==> src/rtl/dxdt_pkg.sv <==
// Shared constants for the DXDT frame sequencer: index/result widths, frame size and FSM encodings.
package dxdt_pkg;

  localparam int unsigned DEFAULT_N       = 8;
  localparam int unsigned IDX_W           = 6;
  localparam int unsigned Y_W             = DEFAULT_N + 12;
  localparam int unsigned NUM_ELEMS       = 64;
  localparam int unsigned DEFAULT_TIMEOUT = 1023;

  typedef logic [1:0] state_t;

  localparam state_t LOAD   = 2'd0;
  localparam state_t RUN    = 2'd1;
  localparam state_t UNLOAD = 2'd2;

  function automatic logic is_last(input logic [IDX_W-1:0] idx);
    return idx == IDX_W'(NUM_ELEMS - 1);
  endfunction

endpackage

==> src/rtl/dxdt_watchdog.sv <==
// Counts RUN cycles; flags the first cycle (to mask a stale done) and expiry at TIMEOUT.
module dxdt_watchdog
  import dxdt_pkg::*;
#(
  parameter int unsigned TIMEOUT = DEFAULT_TIMEOUT
) (
  input  logic clk,
  input  logic clear,
  input  logic enable,
  output logic first_cycle,
  output logic expired
);

  localparam int unsigned W = (TIMEOUT < 1) ? 1 : $clog2(TIMEOUT + 1);

  logic [W-1:0] wdog_q, wdog_d;

  assign first_cycle = (wdog_q == '0);
  assign expired     = (wdog_q == W'(TIMEOUT));

  // Saturates at TIMEOUT so the count can never wrap back to a "first cycle".
  always_comb begin
    wdog_d = wdog_q;
    if (clear) begin
      wdog_d = '0;
    end else if (enable && !expired) begin
      wdog_d = wdog_q + W'(1);
    end
  end

  always_ff @(posedge clk) begin
    wdog_q <= wdog_d;
  end

endmodule

==> src/rtl/dxdt_sequencer.sv <==
// Frame sequencer for one DXDT engine: load 64 X elements, run the engine, stream out 64 Y results.
module dxdt_sequencer
  import dxdt_pkg::*;
#(
  parameter int unsigned N       = DEFAULT_N,
  parameter int unsigned TIMEOUT = DEFAULT_TIMEOUT
) (
  input  logic             clk,
  input  logic             reset,
  input  logic             in_valid,
  input  logic [N-1:0]     in_data,
  output logic             in_ready,
  output logic             x_wr_en,
  output logic [IDX_W-1:0] x_wr_addr,
  output logic [N-1:0]     x_wr_data,
  output logic             dxdt_reset,
  input  logic             dxdt_done,
  output logic [IDX_W-1:0] y_sel,
  input  logic [N+11:0]    y_data,
  output logic             out_valid,
  output logic [N+11:0]    out_data,
  output logic             out_last,
  input  logic             out_ready,
  output logic             busy,
  output logic             timeout_err,
  output logic [7:0]       frame_count
);

  state_t           state_q, state_d;
  logic [IDX_W-1:0] cnt_q, cnt_d;
  logic [7:0]       frame_q, frame_d;
  logic             terr_q, terr_d;
  logic             in_load, in_run, in_unload;
  logic             wd_first, wd_expired;

  // Any unused state encoding behaves as LOAD and is normalised on the next edge.
  assign in_run    = (state_q == RUN);
  assign in_unload = (state_q == UNLOAD);
  assign in_load   = !in_run && !in_unload;

  dxdt_watchdog #(
    .TIMEOUT(TIMEOUT)
  ) u_wdog (
    .clk        (clk),
    .clear      (reset | !in_run),
    .enable     (in_run),
    .first_cycle(wd_first),
    .expired    (wd_expired)
  );

  assign in_ready    = in_load & ~reset;
  assign x_wr_en     = in_ready & in_valid;
  assign x_wr_addr   = cnt_q;
  assign x_wr_data   = in_data;
  assign dxdt_reset  = reset | in_load;
  assign y_sel       = cnt_q;
  assign out_valid   = in_unload & ~reset;
  assign out_data    = y_data;
  assign out_last    = out_valid & is_last(cnt_q);
  assign busy        = (in_run | in_unload) & ~reset;
  assign timeout_err = terr_q;
  assign frame_count = frame_q;

  always_comb begin
    state_d = state_q;
    cnt_d   = cnt_q;
    frame_d = frame_q;
    terr_d  = terr_q;
    if (in_run) begin
      // Done beats the watchdog when both land in the same cycle.
      if (dxdt_done && !wd_first) begin
        state_d = UNLOAD;
      end else if (wd_expired) begin
        terr_d  = 1'b1;
        state_d = LOAD;
      end
    end else if (in_unload) begin
      if (out_ready) begin
        if (is_last(cnt_q)) begin
          cnt_d   = '0;
          frame_d = frame_q + 8'd1;
          state_d = LOAD;
        end else begin
          cnt_d = cnt_q + IDX_W'(1);
        end
      end
    end else begin
      state_d = LOAD;
      if (x_wr_en) begin
        if (is_last(cnt_q)) begin
          cnt_d   = '0;
          state_d = RUN;
        end else begin
          cnt_d = cnt_q + IDX_W'(1);
        end
      end
    end
  end

  always_ff @(posedge clk) begin
    if (reset) begin
      state_q <= LOAD;
      cnt_q   <= '0;
      frame_q <= '0;
      terr_q  <= 1'b0;
    end else begin
      state_q <= state_d;
      cnt_q   <= cnt_d;
      frame_q <= frame_d;
      terr_q  <= terr_d;
    end
  end

endmodule
==> config.mk <==
export PLATFORM = sky130hd
export DESIGN_NAME = dxdt_sequencer
export DESIGN_NICKNAME = d
export VERILOG_FILES = /design/src/rtl/dxdt_pkg.sv /design/src/rtl/dxdt_watchdog.sv /design/src/rtl/dxdt_sequencer.sv
export SDC_FILE = /design/constraint.sdc
export NUM_CORES = 1
export LEC_CHECK = 0
export BUFFER_PORTS_ARGS = -buffer_cell sky130_fd_sc_hd__buf_2
export CORE_ASPECT_RATIO = 0.9
export CORE_UTILIZATION = 35
export DETAILED_ROUTE_END_ITERATION = 16
export GPL_TIMING_DRIVEN = 0
export SLEW_MARGIN = 20
export SYNTH_ARGS = -nofsm -noshare
export SYNTH_HDL_FRONTEND = slang
export SYNTH_SLANG_ARGS = --single-unit
export TNS_END_PERCENT = 20
==> constraint.sdc <==
create_clock -name clk -period 5.1 [get_ports clk]
set_input_delay 0.765 -clock clk [delete_from_list [all_inputs] [get_ports clk]]
set_output_delay 0.765 -clock clk [all_outputs]
set_load 0.005 [all_outputs]
==> results by group <==
Clock tree
  – Clock tree from TritonCTS: done
  – Hold-fix buffers at CTS: 0
  – Clock Tree Root: clkbuf_8
  – Buffer levels on the longest clock path: 2
  – Sink count of the clock tree: 27
  – Clock buffers created by TritonCTS: 3
  – Count of cells resized by post-cts repair: 0
  – Max H-tree Level: 1
  – Setup repair bufs after CTS: 0
  – Clock transition at the register clock pins on the worst setup and hold paths after CTS: 0.09 ns
  – Clock latency on the worst-skew pair: 0.27 ns

STA
  – Final setup margin: 2.21 ns
  – Slew at the pin closest to its max-slew limit: 0.665 ns
  – FMAX: 0.346 GHz
  – Hold slack final: 0.510 ns
  – Unrepaired setup endpoints after global routing: no
  – Final hold viol count: 0
  – Total negative slack: 0 ns
  – Clock tree skew after final layout: 0.00790 ns
  – Final Cycle Share: 56.7%
  – Final min period: 2.89 ns
  – Number of max-slew violations in the final report: 0
  – Worst slew margin relative to its limit: 55.3%
  – Final setup vio count: 0

Detailed routing
  – Total detailed-routing wirelength: 3790 um
  – Vias per inst: 4.74
  – Detailed-routing iteration count for the pre-antenna-repair pass: 4
  – Antenna-violating nets left: 0
  – Drt first-iter violations: 92
  – DRC violations left: 0
  – Per-cell routed wire length: 11.6 um
  – Vias post-DR: 1540

Global routing
  – First-pass GRT wire length: 5870 um
  – Final global-route overflow total: 0
  – Global router's overall resource usage: 14.0%
  – Met3 track utilization from global routing: 2.76%
  – Met1 layer usage reported by global route: 17.0%
  – Vias in the first global route: 1340
  – Initial antenna violation count: 0
  – Layer with the highest usage: met2
  – Maximum number of pins on one net before global-route repair: 15
  – Met2 Use GR: 26.0%

Synth
  – Unique cell type count in the Yosys netlist: 45
  – Post-synth top flop: dfxtp_1
  – Mapped Cells: 200
  – Net count after synthesis: 240
  – Synthesized cell area: 0.00174 mm2
  – Post-synth ARST share: 0%
  – Post-synthesis sequential element count: 27
  – Number of warning messages in the yosys log: 0
  – Average size of a mapped cell: 8.69 um2
  – Share of synthesized area occupied by flip-flops and latches: 31.1%
  – Number of synthesized flops with an enable pin: 0

Die
  – Chip Height: 68.9 um
  – Initial core utilization: 37.7%
  – Ports: 88
  – Die width: 76.3 um
  – Core region area: 0.00460 mm2
  – Number of cell rows: 23
  – Overall die area: 0.00525 mm2

Placed design
  – Number of cells after detailed placement: 321
  – PortBufs: 59
  – Placement Cell Area: 0.00211 mm2
  – Worst slack after detailed placement: 2.24 ns
  – Detailed Place HPWL: 2850 um
  – Final weighted congestion of routability-driven global placement: 0.785

Layout
  – Share of post-route cells with drive strength above 1: 43.0%
  – Antenna cells: 0
  – Layout overhead on the synthesized area: 24.0%
  – Final layout net count: 304
  – Post-Layout Cell Count: 325
  – Share of the core filled with cells: 46.8%
  – Total non-filler cell area in the finished layout: 0.00216 mm2

Critical path
  – Reg-to-reg endpoint: frame_count[7]
  – Number of cells on the worst reg-to-reg path: 6
  – Origin of the critical flop-to-flop path: state_q[0]
  – Maximum fanout encountered on the critical timing path: 10
  – Slowest stage cell on the critical path: buf_1
  – Critical path start-end classification: in2out
  – Delay contributed by the slowest stage of the critical path: 0.48 ns
  – Crit path DAT: 2.12 ns
  – Category of the worst setup path launch point: input pin
  – Category of cells accounting for the largest share of critical-path delay: buffers and inverters
  – Buffering stage count on the worst path with inverters included: 4
  – Element type at the critical path end: primary output
  – Cell Chain, Critical Path: buf_2 > clkbuf_1 > buf_1 > nor3b_1 > buf_2
  – Data required time at the worst endpoint: 4.34 ns
  – Cell repeated most along the worst path: buf_2
  – Minimum setup slack among reg-to-reg paths: 2.85 ns

Power and ir drop
  – Power, Total: 0.380 mW
  – Total power per unit cell area: 176 mW/mm2
  – Highest ir drop seen on vdd: 0.0805 mV
  – Lkg Pwr: 0.971 nW

Flow run
  – Max cap viols: 0

Status
  – Run status: completed

Hold path
  – Hold Crit Depth: 2
  – End point of the worst hold path: timeout_err
  – Source of the worst hold timing path: timeout_err
  – Class of the tightest hold or removal check: reg2reg
placed cells by master, fill, tap and decap left out, types with 2 or more instances in the layout:
master and n:
buf_2 60, buf_4 34, dfxtp_1 27, nor2_1 21, inv_1 8, nand2_1 8
xnor2_1 8, nor2b_1 7, nand3_1 7, ha_1 7, and3_1 6, a21oi_1 6
or3_1 5, mux2_2 5, nand4_1 4, o21ai_0 4, clkbuf_1 3, a2111oi_0 3
a31oi_1 3, clkbuf_8 3, nor3b_1 2, or2_2 2, nand3b_1 2, nand2b_1 2
xor2_1 2, nor4_1 2, nor3_1 2, a211oi_1 2
cells in the mapped netlist (all sizes together) (4+ instances only):
cell,number,area [um2]
nand4,4,25.0
nand3,7,35.0
and3,6,37.5
nand2,8,30.0
buf,36,264
dfxtp,27,541
nor2b,7,43.8
mux2,5,56.3
a21oi,6,30.0
o21ai,4,20.0
nor2,21,78.8
xnor2,8,70.1
or3,6,38.8
inv,8,30.0
ha,7,87.6
registers in the layout, summed over array words and instances (netlist names):
signal,cells
x_wr_addr,6
state_q,2
u_wdog.wdog_q,10
timeout_err,1
frame_count,8
cells by family after synthesis:
| kind of cell | Yosys count | share of synthesized area (%) |
|---|---|---|
| buffers and inverters | 46 | 17.4 |
| AO/OA/AOI/OAI | 27 | 13.2 |
| XOR/XNOR | 10 | 5.04 |
| multiplexers | 6 | 3.82 |
| flip-flops | 27 | 31.1 |
| adder cells (fa/ha/maj) | 7 | 5.04 |
| AND/OR/NAND/NOR | 77 | 24.4 |
per-layer routing:
layer  vias to the layer above  part of all wire [%]
met5                         -                     0
met3                         4                   5.8
met2                        60                    45
met4                         0                  0.45
li1                        794                     -
met1                       682                    49
area by class of cell:
type	instances	area (um2)
inverter	8	30.0
sequential	27	541
clock buffer	4	45.0
timing repair buffer	59	295
buffer	38	272
tap	62	77.6
multi-input combinational	127	896
fill	466	2450
worst reg2reg max path: cells and delay by family, from the launching register on:
kind | cells | cell delay [ns]
and+or+nand+nor | 3 | 1.12
muxes | 1 | 0.33
DFF | 1 | 0.33
buffers and inverters | 1 | 0.12
adders and majority gates | 1 | 0.26
worst max path at each step:
stage	start	to	slack, ns	cells past startpoint
floorplan	reset	out_last	2.89	3
global placement	reset	out_last	2.24	5
detailed placement	reset	out_last	2.24	5
CTS	reset	out_last	2.23	5
global route	reset	out_last	2.12	5
finish	reset	out_last	2.21	5
where the power goes:
part | internal (mW) | switching, mW | total [mW] | leakage, nW
clock | 0.0560 | 0.0658 | 0.122 | 0.0228
combinational | 0.0283 | 0.0168 | 0.0451 | 0.730
sequential | 0.212 | 0.00169 | 0.213 | 0.218
total | 0.296 | 0.0842 | 0.380 | 0.971
Power figures use the tool's default switching activity.
